[src/rtl/rvp_ram_pkg.sv]
// rvp_ram_pkg: shared defaults, FSM state encoding and port IDs for the RAM arbiter
package rvp_ram_pkg;
  localparam int ADDR_W_DEF = 6;
  localparam int DATA_W_DEF = 32;
  localparam int DEPTH_DEF = 64;
  typedef enum logic {CLEAR, SERVE} state_t;
  localparam logic P0 = 1'b0;
  localparam logic P1 = 1'b1;
endpackage

[src/rtl/dist_ram_arbiter_rr_arb2.sv]
// rr_arb2: two-way round-robin grant generator; the port other than last wins a tie
module rr_arb2
  import rvp_ram_pkg::*;
(
  input  logic [1:0] req,
  input  logic       last,
  output logic [1:0] gnt,
  output logic       last_nxt
);
  assign gnt[0] = req[0] & (~req[1] | (last == P1));
  assign gnt[1] = req[1] & (~req[0] | (last == P0));
  assign last_nxt = &req ? (gnt[1] ? P1 : P0) : last;
endmodule

[src/rtl/dist_ram_arbiter.sv]
// dist_ram_arbiter: round-robin sharing of one distributed RAM port between P0 and P1; RVP_RAM_CLEAR_EN adds a post-reset zero sweep
module dist_ram_arbiter
  import rvp_ram_pkg::*;
#(
  parameter int ADDR_W = ADDR_W_DEF,
  parameter int DATA_W = DATA_W_DEF,
  parameter int DEPTH = DEPTH_DEF
) (
  input  logic              clk,
  input  logic              srst_n,
  input  logic              p0_req,
  input  logic              p1_req,
  input  logic              p0_we,
  input  logic              p1_we,
  input  logic [ADDR_W-1:0] p0_addr,
  input  logic [ADDR_W-1:0] p1_addr,
  input  logic [DATA_W-1:0] p0_wdata,
  input  logic [DATA_W-1:0] p1_wdata,
  output logic              p0_gnt,
  output logic              p1_gnt,
  output logic              p0_rvalid,
  output logic              p1_rvalid,
  output logic [DATA_W-1:0] p0_rdata,
  output logic [DATA_W-1:0] p1_rdata,
  output logic [ADDR_W-1:0] ram_a,
  output logic [DATA_W-1:0] ram_d,
  output logic              ram_we,
  output logic              ram_qspo_ce,
  output logic              ram_qspo_srst,
  input  logic [DATA_W-1:0] ram_qspo,
  output logic              busy
);
  state_t state, state_nxt;
  logic [1:0] req, gnt;
  logic last, last_nxt, serve;
  logic [ADDR_W-1:0] sweep_a;
`ifdef RVP_RAM_CLEAR_EN
  localparam state_t RST_STATE = CLEAR;
  logic [ADDR_W-1:0] cnt;
  // sweep counter: restarts at 0 on reset, idles at 0 once serving
  always_ff @(posedge clk)
    cnt <= (!srst_n || serve) ? '0 : cnt + 1'b1;
  // leave CLEAR after the last word has been zeroed
  always_comb
    state_nxt = (!serve && cnt == ADDR_W'(DEPTH - 1)) ? SERVE : state;
  assign sweep_a = cnt;
  assign busy = ~serve;
`else
  localparam state_t RST_STATE = SERVE;
  // without the sweep the FSM never leaves SERVE
  always_comb
    state_nxt = SERVE;
  assign sweep_a = '0;
  assign busy = 1'b0;
`endif
  assign serve = (state == SERVE);
  assign req = {p1_req, p0_req} & {2{serve}};
  rr_arb2 u_arb (
    .req(req),
    .last(last),
    .gnt(gnt),
    .last_nxt(last_nxt)
  );
  assign p0_gnt = gnt[0];
  assign p1_gnt = gnt[1];
  assign p0_rdata = ram_qspo;
  assign p1_rdata = ram_qspo;
  assign ram_qspo_srst = ~srst_n;
  // state register
  always_ff @(posedge clk)
    state <= !srst_n ? RST_STATE : state_nxt;
  // RAM pin mux: sweep writes zeros, otherwise the winner (P0 when idle) drives the port
  always_comb begin
    ram_a = !serve ? sweep_a : gnt[1] ? p1_addr : p0_addr;
    ram_d = !serve ? '0 : gnt[1] ? p1_wdata : p0_wdata;
    ram_we = ~serve | (gnt[0] & p0_we) | (gnt[1] & p1_we);
    ram_qspo_ce = (gnt[0] & ~p0_we) | (gnt[1] & ~p1_we);
  end
  // round-robin pointer and one-cycle read-valid pulses
  always_ff @(posedge clk) begin
    if (!srst_n) begin
      last <= P1;
      p0_rvalid <= 1'b0;
      p1_rvalid <= 1'b0;
    end else begin
      last <= last_nxt;
      p0_rvalid <= gnt[0] & ~p0_we;
      p1_rvalid <= gnt[1] & ~p1_we;
    end
  end
endmodule

[config.mk]
export PLATFORM = sky130hd
export DESIGN_NAME = dist_ram_arbiter
export DESIGN_NICKNAME = d
export VERILOG_FILES = /design/src/rtl/rvp_ram_pkg.sv /design/src/rtl/dist_ram_arbiter_rr_arb2.sv /design/src/rtl/dist_ram_arbiter.sv
export SDC_FILE = /design/constraint.sdc
export NUM_CORES = 1
export LEC_CHECK = 0
export BUFFER_PORTS_ARGS = -buffer_cell sky130_fd_sc_hd__buf_2
export CORE_AREA = 2 2 86 88
export CTS_CLUSTER_SIZE = 12
export DETAILED_ROUTE_END_ITERATION = 16
export DIE_AREA = 0 0 88 90
export GPL_ROUTABILITY_DRIVEN = 0
export PLACE_DENSITY = 0.73
export SKIP_CTS_REPAIR_TIMING = 1
export SLEW_MARGIN = 25
export SYNTH_ARGS = -nofsm -noshare
export SYNTH_HDL_FRONTEND = slang
export SYNTH_SLANG_ARGS = --single-unit
[constraint.sdc]
create_clock -name clk -period 1.28 [get_ports clk]
set_input_delay 0.192 -clock clk [delete_from_list [all_inputs] [get_ports clk]]
set_output_delay 0.192 -clock clk [all_outputs]
set_load 0.02 [all_outputs]
== Word level (Yosys, flattened, before mapping) ==
Cells that the tools add are included.

* Mux-type cells: 3
* Bitwise logic cells: 16
* Reductions and logical operators: 1

{| class="wikitable"
|+ Operators with widths
! kind !! count
|-
| two-way mux 32 bit || 1
|-
| AND 1 bit || 6
|-
| two-way mux 6 bit || 1
|-
| NOT 1 bit || 6
|-
| OR 1 bit || 4
|-
| AND reduction 2 bit || 1
|-
| two-way mux 1 bit || 1
|}

* Bits in registers: 3
* Input bits: 114
* Output and inout port bits: 110
* Word-level logic and storage cells: 23

== Logic depth before layout (Yosys ltp) ==
Gate-level depths: netlist (run 1).

* Word-level depth: 5
* Mapped depth: 4
* Gate-level depth less buffers: 2

== Hierarchy ==
A second synthesis (run 1) with hierarchy kept.

* Cell total of the unflattened synthesis: 124
* Area total of the unflattened synthesis: 1,103.6 um2

{| class="wikitable"
|+ Modules (own cells, without submodules)
! module !! times used !! cells an instance !! area each (um2) !! seq. area each (um2)
|-
| dist_ram_arbiter || 1 || 119 || 1,072.3 || 60.1
|-
| rr_arb2 || 1 || 5 || 31.3 || 0.0
|}

== Worst setup path after synthesis (run 1) ==
OpenSTA, ideal clock, no wires.

* Path type: register to output
* Start: reg last
* End: out ram_qspo_ce
* Arrival time: 1,101 ps
* Required time: 1,088 ps
* Slack: -13 ps
* Cell stages (with the launch flop): 5
* Buffers on the path: 2
* Path through: dfxtp_1 -> a21bo_1 -> buf_6 -> buf_6 -> o32ai_1

* Word-level cells in the longest chain between the ends: 5
* Elaborated cells between the ends (all ways): 8
* Classes of those cells: 8 x bitwise

{| class="wikitable"
|+ RTL lines
! element !! line !! source
|-
| start, declared || dist_ram_arbiter.sv:35 || <nowiki>logic last, last_nxt, serve;</nowiki>
|-
| start signal, assigned || dist_ram_arbiter.sv:86 || <nowiki>last <= last_nxt;</nowiki>
|-
| NOT 1 bit || dist_ram_arbiter_rr_arb2.sv:11 || <nowiki>assign gnt[1] = req[1] & (~req[0] | (last == P0));</nowiki>
|-
| OR 1 bit || dist_ram_arbiter_rr_arb2.sv:11 ||
|-
| AND 1 bit || dist_ram_arbiter_rr_arb2.sv:11 ||
|-
| AND 1 bit || dist_ram_arbiter.sv:77 || <nowiki>ram_qspo_ce = (gnt[0] & ~p0_we) | (gnt[1] & ~p1_we);</nowiki>
|-
| OR 1 bit (*) || dist_ram_arbiter.sv:77 ||
|-
| end, declared || dist_ram_arbiter.sv:28 || <nowiki>output logic ram_qspo_ce,</nowiki>
|}

Every way passes the cells marked *; elsewhere a longest branch is shown, timed or not.

== Final worst setup path (run 1) ==
* Start: reg last
* End: out ram_d[12]

* Word-level cells in the longest chain between the ends: 4

{| class="wikitable"
|+ RTL lines
! element !! line !! source
|-
| NOT 1 bit || dist_ram_arbiter_rr_arb2.sv:11 ||
|-
| OR 1 bit || dist_ram_arbiter_rr_arb2.sv:11 ||
|-
| AND 1 bit || dist_ram_arbiter_rr_arb2.sv:11 ||
|-
| two-way mux 32 bit || dist_ram_arbiter.sv:75 || <nowiki>ram_d = !serve ? '0 : gnt[1] ? p1_wdata : p0_wdata;</nowiki>
|-
| end, declared || dist_ram_arbiter.sv:26 || <nowiki>output logic [DATA_W-1:0] ram_d,</nowiki>
|}

Every way passes these cells.

==> results of run 1 <==
through the flow:
stage          utilization  hold slack [ns]  area, sq um  TNS, ns
2_1_floorplan            -            0.268         1280  -0.0269
3_3_place_gp         0.218            0.384         1530    -4.84
3_5_place_dp         0.218            0.384         1530    -5.74
4_1_cts              0.224            0.172         1580   -13.28
5_1_grt              0.258            0.190         1810   -13.46
6_report             0.258            0.184         1810   -12.02
state kept, by name (all words and copies together), names as in the netlist:
name	flops
last	1
p0_rvalid	1
p1_rvalid	1
final timing paths:
check | depth (start not counted) | slack [ns] | endpoint
max | 4 | -0.34 | ram_d[12]
min | 2 | 0.18 | p0_rvalid
max reg2reg | 3 | 0.28 | p1_rvalid
min reg2reg | 3 | 0.69 | p0_rvalid
kinds of logic after synthesis:
family                 Yosys count
multiplexers                    38
other                            1
flip-flops                       3
buffers and inverters           75
AO/OA/AOI/OAI                    5
AND/OR/NAND/NOR                  5
Yosys cell counts (2+ instances only):
cell | n | area, sq um
buf_6 | 2 | 22.5
mux2_2 | 2 | 22.5
inv_1 | 5 | 18.8
mux2_4 | 36 | 541
o32ai_1 | 2 | 17.5
dfxtp_1 | 3 | 60.1
buf_12 | 3 | 60.1
buf_4 | 65 | 488
worst reg2reg max path: cells and delay by family (launching register included):
family / cells / cell delay (ns)
AOI/OAI and AO/OA: 1 / 0.26
buffers and inverters: 1 / 0.17
DFF: 1 / 0.31
and+or+nand+nor: 1 / 0.17
power groups by stage:
stage / combinational (mW) / clock [mW] / sequential, mW
after CTS: 0.680 / 0.280 / 0.100
after detailed placement: 0.677 / 0 / 0.101
final: 0.814 / 0.274 / 0.101
after global placement: 0.670 / 0 / 0.101
after global routing: 0.857 / 0.287 / 0.101
after floorplan: 0.728 / 0 / 0.105
cell type report:
cell class,count,area [sq um],share of cell area
clock buffers,4,45.0,0.0248
inverters,5,18.8,0.0103
multi-input cells,49,649,0.358
flip-flops and latches,3,61.3,0.0338
well taps,99,124,0.0683
repair buffers,135,916,0.505
routing by layer:
metal	up-vias	track usage	routed length [microns]
li1	493	-	-
met1	462	0.0629	1300
met2	81	0.136	1910
met3	12	0.0303	550
met4	0	0.0333	53
met5	-	0	0
==> impl_metrics.env, run 1 <==
export IMPL_outcome="complete, but fails checks"
export IMPL_failed_checks="setup timing"
export IMPL_core_area_sq_um=7020
export IMPL_worstPathCellList="a21bo_4, buf_12, mux2_4, buf_4"
export IMPL_ios=224
export IMPL_crit_start="last"
export IMPL_start_kind="flop"
export IMPL_powerDensity_nw_per_um2=655
export IMPL_final_period_utilization=1.27
export IMPL_via_per_inst=3.55
export IMPL_final_antenna_net_count=0
export IMPL_start_util=0.182
export IMPL_hpwl_microns=3040
export IMPL_seqPwrFrac=0.085
export IMPL_rsz0062_at_grt="yes"
export IMPL_synth_ff_type="dfxtp_1"
export IMPL_drv_cap=0
export IMPL_crit_family="buffers and inverters"
export IMPL_syn_num_nets=241
export IMPL_switchingPower_mw=0.414
export IMPL_ys_warn_count=0
export IMPL_p_leak_nw=1.06
export IMPL_power_mw=1.19
export IMPL_via_count=1048
export IMPL_route_detailed_wl_per_inst_microns=12.9
export IMPL_grt_overflow=0
export IMPL_remaining_drc_errors=0
export IMPL_synthSimpleGateAreaFrac=0.0215
export IMPL_fillers=731
export IMPL_hold_class="in -> reg"
export IMPL_ys_seq_area_frac=0.0469
export IMPL_final_cells=295
export IMPL_final_cell_mix="96 x buf_2, 37 x mux2_4, 30 x buf_6"
export IMPL_drive_gt1_frac=0.913
export IMPL_synthArstFlopShare=0
export IMPL_synth_edf_count=0
export IMPL_dieArea_sq_um=7920
export IMPL_tritoncts="yes"
export IMPL_end_kind="output pin"
export IMPL_synth_top_family_by_area="buffers and inverters"
export IMPL_post_place_ws_ns=-0.183
export IMPL_clockRootBuffer="clkbuf_8"
export IMPL_dp_cells=289
export IMPL_synthAdderAreaFrac=0
export IMPL_grt_first_pass_wirelength_microns=4560
export IMPL_finish_net_count=311
export IMPL_worstReg2RegStart="last"
export IMPL_crit_arrival_ns=1.43
export IMPL_crit_type="reg -> out"
export IMPL_ctsLongestPathBuffers=2
export IMPL_setup_violations=41
export IMPL_crit_fanout=10
export IMPL_drt_pass1_iter_count=4
export IMPL_syn_avg_cell_area_sq_um=10.1
export IMPL_cpPeakStageDelay_ns=0.31
export IMPL_slowest_stage="dfxtp_2"
export IMPL_cts_buffers=3
export IMPL_layout_commonest_cell="buf_2"
export IMPL_finalWorstSetupSlack_ns=-0.345
export IMPL_clock_sinks=3
export IMPL_fmax_mhz=615
export IMPL_diodes=0
export IMPL_synth_compound_area_frac=0.0293
export IMPL_p_clk_frac=0.230
export IMPL_finClkSkew_ns=0.000260
export IMPL_totalWireLength_microns=3810
export IMPL_netlist_area_sq_um=1280
export IMPL_htree_levels=1
export IMPL_antenna_found_initial=0
export IMPL_placement_rows=31
export IMPL_drtIter0Drc=19
export IMPL_clk_pin_slew_ns=0.03
export IMPL_ys_ff_latch=3
export IMPL_cp_required_ns=1.09
export IMPL_grt_pass1_vias=1006
export IMPL_max_vdd_ir_drop_mv=0.260
export IMPL_clk_latency_ns=0.21
export IMPL_die_h_microns=90
export IMPL_p_int_mw=0.775
export IMPL_grt_max_degree=20
export IMPL_hp_start="p0_we"
export IMPL_comb_power_share=0.685
export IMPL_die_w_microns=88
export IMPL_ys_types=17
export IMPL_synth_area_mux_share=0.439
export IMPL_swShare=0.349
export IMPL_slew_viol_final=0
export IMPL_io_buffer_count=126
export IMPL_synth_xor_area_share=0
export IMPL_synth_cells=127
export IMPL_hold_viol=0
export IMPL_fin_crit_ns=1.62
export IMPL_grt_usage=0.0717
export IMPL_crit_buf_inv=2
export IMPL_syn_to_final_growth_pct=41.6
(Power assumes the default switching activity.)
==> inputs of run 2 (changes only) <==
- CTS_BUF_LIST: not set -> sky130_fd_sc_hd__clkbuf_8
- REMOVE_ABC_BUFFERS: not set -> 1
==> run 2 against run 1 <==
Worst setup slack better by 0.00098 ns. Sequential power barely moved. The run still ends with setup timing left. Via count increased by 16%. Clock power shrank 1%. Largest cell class unchanged. Final cell count increased by 0.68%. Design area is 8.8% higher. First-iteration DRC count is 26% higher.
==> impl_metrics.env, run 2 (synthesis gave the netlist of run 1 again) <==
export IMPL_diodes=0
export IMPL_final_cells=297
export IMPL_crit_arrival_ns=1.43
export IMPL_hp_start="p0_we"
export IMPL_p_leak_nw=1.13
export IMPL_final_period_utilization=1.27
export IMPL_drive_gt1_frac=0.929
export IMPL_fin_crit_ns=1.62
export IMPL_clk_latency_ns=0.22
export IMPL_finish_net_count=313
export IMPL_max_vdd_ir_drop_mv=0.192
export IMPL_fin_util=0.281
export IMPL_dp_cells=287
export IMPL_hpwl_microns=4860
export IMPL_antenna_found_initial=0
export IMPL_reg2regPathDepth=4
export IMPL_slowest_stage="dfxtp_2"
export IMPL_dieArea_sq_um=7920
export IMPL_rsz0062_at_grt="yes"
export IMPL_syn_to_final_growth_pct=54.0
export IMPL_drv_cap=0
export IMPL_hold_class="in -> reg"
export IMPL_failed_checks="setup timing"
export IMPL_drt_pass1_iter_count=4
export IMPL_ctsLongestPathBuffers=2
export IMPL_ios=224
export IMPL_route_detailed_wl_per_inst_microns=21.2
export IMPL_final_cell_mix="85 x buf_2, 40 x buf_6, 38 x mux2_4"
export IMPL_crit_start="last"
export IMPL_cp_required_ns=1.09
export IMPL_fillers=733
export IMPL_tritoncts="yes"
export IMPL_setup_violations=41
export IMPL_reg_top3="last (1), p0_rvalid (1), p1_rvalid (1)"
export IMPL_clockRootBuffer="clkbuf_8"
export IMPL_clock_sinks=3
export IMPL_grt_usage=0.129
export IMPL_layout_commonest_cell="buf_2"
export IMPL_totalWireLength_microns=6290
export IMPL_placement_rows=31
export IMPL_die_h_microns=90
export IMPL_outcome="complete, but fails checks"
export IMPL_grt_max_degree=28
export IMPL_cts_buffers=3
export IMPL_register_area_sq_um=61.3
export IMPL_finalSetupTns_ns=-13.10
export IMPL_via_per_inst=4.09
export IMPL_slew_viol_final=0
export IMPL_powerDensity_nw_per_um2=646
export IMPL_crit_type="reg -> out"
export IMPL_end_kind="output pin"
export IMPL_worstReg2RegStart="last"
export IMPL_fmax_mhz=616
export IMPL_die_w_microns=88
export IMPL_grt_first_pass_wirelength_microns=7450
export IMPL_design_area_sq_um=1970
export IMPL_final_antenna_net_count=0
export IMPL_post_place_ws_ns=-0.183
export IMPL_start_kind="flop"
export IMPL_hold_viol=0
export IMPL_drtIter0Drc=24
export IMPL_cpPeakStageDelay_ns=0.31
export IMPL_finalWorstSetupSlack_ns=-0.344
export IMPL_via_count=1216
export IMPL_grt_pass1_vias=1175
export IMPL_io_buffer_count=126
export IMPL_finClkSkew_ns=0.00129
export IMPL_multiInputGateArea_sq_um=668
export IMPL_remaining_drc_errors=0
export IMPL_hold_depth=2
export IMPL_worstPathCellList="a21bo_4, clkbuf_16, mux2_4, buf_6"
export IMPL_htree_levels=1
export IMPL_clk_pin_slew_ns=0.03
export IMPL_place_area_sq_um=1530
export IMPL_core_area_sq_um=7020
export IMPL_crit_fanout=7
export IMPL_grt_overflow=0
export IMPL_start_util=0.182
run 2: cell count changes in the layout (fill, tap and decap cells not counted):
cell	before	now
mux2_2	1	0
clkbuf_1	1	0
buf_2	96	85
buf_4	7	6
o32ai_2	0	2
clkbuf_16	1	3
buf_12	1	3
inv_2	0	1
o32ai_1	2	0
buf_6	30	40
mux2_4	37	38
run 2: final cells by class:
| class | instances | share of cell area |
|---|---|---|
| flip-flops and latches | 3 | 0.0311 |
| clock inverters | 1 | 0.00190 |
| multi-input cells | 49 | 0.339 |
| well taps | 99 | 0.0628 |
| repair buffers | 137 | 0.535 |
| inverters | 5 | 0.00951 |
| clock buffers | 3 | 0.0209 |
run 2: worst max-delay path, delay by kind of cell, from the launching register on:
kind	cells	cell delay, ns
AOI/OAI and AO/OA	1	0.27
buffers and inverters	2	0.32
muxes	1	0.30
DFF	1	0.31
run 2: metal layers:
layer,wire (microns),global-route usage,share of wire
met5,65,0.112,0.010
met4,61,0.0179,0.0097
met3,1350,0.146,0.21
met2,2620,0.166,0.42
met1,2200,0.136,0.35
run 2: per-stage QoR:
step / power (mW) / hold WS (ns)
after floorplan: 0.510 / 0.268
after global placement: 0.769 / 0.384
after CTS: 1.06 / 0.170
final: 1.27 / 0.186
after global routing: 1.34 / 0.192
after detailed placement: 0.779 / 0.384
run 2: path summary, 6_finish.rpt:
path	end	slack, ns
setup / recovery	ram_d[20]	-0.34
hold / removal	p0_rvalid	0.19
setup reg to reg	p1_rvalid	0.21
hold reg to reg	last	0.67
run 2: where the power goes:
part	internal, mW	switching, mW	total [mW]
logic	0.529	0.373	0.902
clock network	0.204	0.0660	0.270
registers	0.0991	0.00184	0.101
total	0.833	0.441	1.27
==> inputs of run 3 (changes only) <==
- ABC_AREA: not set -> 1
- CORE_AREA: 2 2 86 88 -> 2 2 88 90
- DIE_AREA: 0 0 88 90 -> 0 0 90 92
- PLACE_DENSITY: 0.73 -> 0.69
==> run 3 against run 2 <==
Critical path type unchanged. Critical path depth up 2. Register-to-register slack better by 0.15 ns. The flow still finishes with violations (setup timing). Critical endpoint is now ram_d[18]. Global-route usage increased by 1.0 points.
==> impl_metrics.env, run 3 <==
export IMPL_post_synth_top_area_fraction=0.409
export IMPL_final_cell_mix="89 x buf_2, 48 x nand2_2, 43 x nand3_1"
export IMPL_max_vdd_ir_drop_mv=0.348
export IMPL_reg2reg_slack_ns=0.36
export IMPL_ys_seq_area_frac=0.0503
export IMPL_whs_endpoint="last"
export IMPL_worstReg2RegStart="last"
export IMPL_final_period_utilization=1.10
export IMPL_fin_crit_ns=1.41
export IMPL_failed_checks="setup timing"
export IMPL_synth_ff_type="dfxtp_1"
export IMPL_ys_warn_count=0
export IMPL_synth_top_family_by_area="buffers and inverters"
export IMPL_dieArea_sq_um=8280
export IMPL_cp_required_ns=1.09
export IMPL_p_leak_nw=1.18
export IMPL_finish_net_count=396
export IMPL_drv_cap=0
export IMPL_grt_overflow=0
export IMPL_ys_top_cells_by_area="buf_4 41%, nand2_1 25%, nand3_1 18%"
export IMPL_design_area_sq_um=2100
export IMPL_synth_area_leader_cell="buf_4"
export IMPL_synth_cells=216
export IMPL_hold_class="in -> reg"
export IMPL_crit_type="reg -> out"
export IMPL_cts_buffers=3
export IMPL_grt_usage=0.139
export IMPL_syn_avg_cell_area_sq_um=5.53
export IMPL_r2r_end="p1_rvalid"
export IMPL_ys_ff_latch=3
export IMPL_clockRootBuffer="clkbuf_8"
export IMPL_placement_rows=32
export IMPL_final_cells=384
export IMPL_post_place_ws_ns=-0.0283
export IMPL_die_w_microns=90
export IMPL_drtIter0Drc=53
export IMPL_grt_pass1_vias=1457
export IMPL_synth_compound_area_frac=0.00629
export IMPL_hp_start="srst_n"
export IMPL_ys_types=14
export IMPL_final_antenna_net_count=0
export IMPL_grt_first_pass_wirelength_microns=8600
export IMPL_crit_arrival_ns=1.22
export IMPL_clock_sinks=3
export IMPL_place_area_sq_um=1480
export IMPL_end_kind="output pin"
export IMPL_hold_depth=2
export IMPL_reg_top3="last (1), p0_rvalid (1), p1_rvalid (1)"
export IMPL_synthSimpleGateAreaFrac=0.458
export IMPL_synthArstFlopShare=0
export IMPL_antenna_found_initial=1
export IMPL_route_detailed_wl_per_inst_microns=18.9
export IMPL_synth_area_mux_share=0
export IMPL_syn_to_final_growth_pct=75.8
export IMPL_clk_pin_slew_ns=0.03
export IMPL_hold_viol=0
export IMPL_htree_levels=1
export IMPL_fmax_mhz=711
export IMPL_drt_pass1_iter_count=4
export IMPL_synth_most_common_cell="nand2_1"
export IMPL_powerDensity_nw_per_um2=646
export IMPL_reg2regPathDepth=4
export IMPL_outcome="complete, but fails checks"
export IMPL_synth_common_cells="81 x nand2_1, 65 x buf_4, 43 x nand3_1"
export IMPL_via_count=1661
export IMPL_tritoncts="yes"
export IMPL_finClkSkew_ns=0.00380
export IMPL_setup_violations=41
export IMPL_synth_edf_count=0
export IMPL_die_h_microns=92
export IMPL_fin_util=0.282
export IMPL_start_util=0.160
export IMPL_start_kind="flop"
export IMPL_dp_cells=375
export IMPL_finalWorstSetupSlack_ns=-0.127
export IMPL_rsz0062_at_grt="yes"
export IMPL_ios=224
export IMPL_hpwl_microns=5510
export IMPL_drive_gt1_frac=0.737
export IMPL_via_per_inst=4.33
export IMPL_synthAdderAreaFrac=0
export IMPL_io_buffer_count=126
export IMPL_finalSetupTns_ns=-3.66
export IMPL_synth_xor_area_share=0
export IMPL_crit_fanout=6
export IMPL_totalWireLength_microns=7240
export IMPL_layout_commonest_cell="buf_2"
export IMPL_core_area_sq_um=7450
export IMPL_crit_start="last"
export IMPL_grt_max_degree=28
export IMPL_netlist_area_sq_um=1190
export IMPL_ctsLongestPathBuffers=2
export IMPL_clk_latency_ns=0.22
export IMPL_slew_viol_final=0
export IMPL_remaining_drc_errors=0
==> run 3: critical path, cell delays in order (launching register included) <==
cell and delay, ns:
dfxtp_2 0.33, nand2_4 0.12, nand2_8 0.10, clkbuf_16 0.20, nand2_1 0.06, nand2_1 0.05, buf_4 0.15
==> run 3: cell families after synthesis <==
kind of cell / after synthesis
compound gates: 1
buf+inv: 82
flops: 3
other cells: 1
simple gates: 129
==> run 3: final cells by class <==
cell class	instances	area (sq um)
sequential	3	61.3
multi-input combinational	131	802
clock buffer	3	41.3
inverter	4	15.0
antenna	1	2.50
tap	102	128
clock inverter	1	3.75
timing repair buffer	139	1040
fill	824	5350
==> run 3: power by group <==
part           leakage, nW  switching, mW  internal, mW
Combinational         1.13          0.515         0.470
Clock               0.0269         0.0625         0.204
Sequential          0.0244        0.00342        0.0995
==> run 3: routing by layer <==
| metal | global-route usage | part of all wire | up-vias |
|---|---|---|---|
| met1 | 0.137 | 0.33 | 748 |
| li1 | - | - | 744 |
| met3 | 0.158 | 0.21 | 2 |
| met4 | 0.0115 | 0.0015 | 0 |
| met2 | 0.197 | 0.46 | 167 |
| met5 | 0.0705 | 0 | - |
==> run 3: stage by stage <==
| stage | power [mW] | hold slack (ns) |
|---|---|---|
| finish | 1.36 | 0.190 |
| global route | 1.44 | 0.198 |
| CTS | 1.05 | 0.193 |
| detailed placement | 0.773 | 0.384 |
| global placement | 0.759 | 0.384 |
| floorplan | 0.435 | 0.277 |
==> run 3: worst max path at each step <==
stage	end	slack [ns]	cells after the start
2_1_floorplan	ram_a[0]	-0.32	4
3_3_place_gp	ram_d[19]	0.04	6
3_5_place_dp	ram_d[19]	-0.03	6
4_1_cts	ram_d[19]	-0.20	6
5_1_grt	ram_d[18]	-0.19	6
6_report	ram_d[18]	-0.13	6
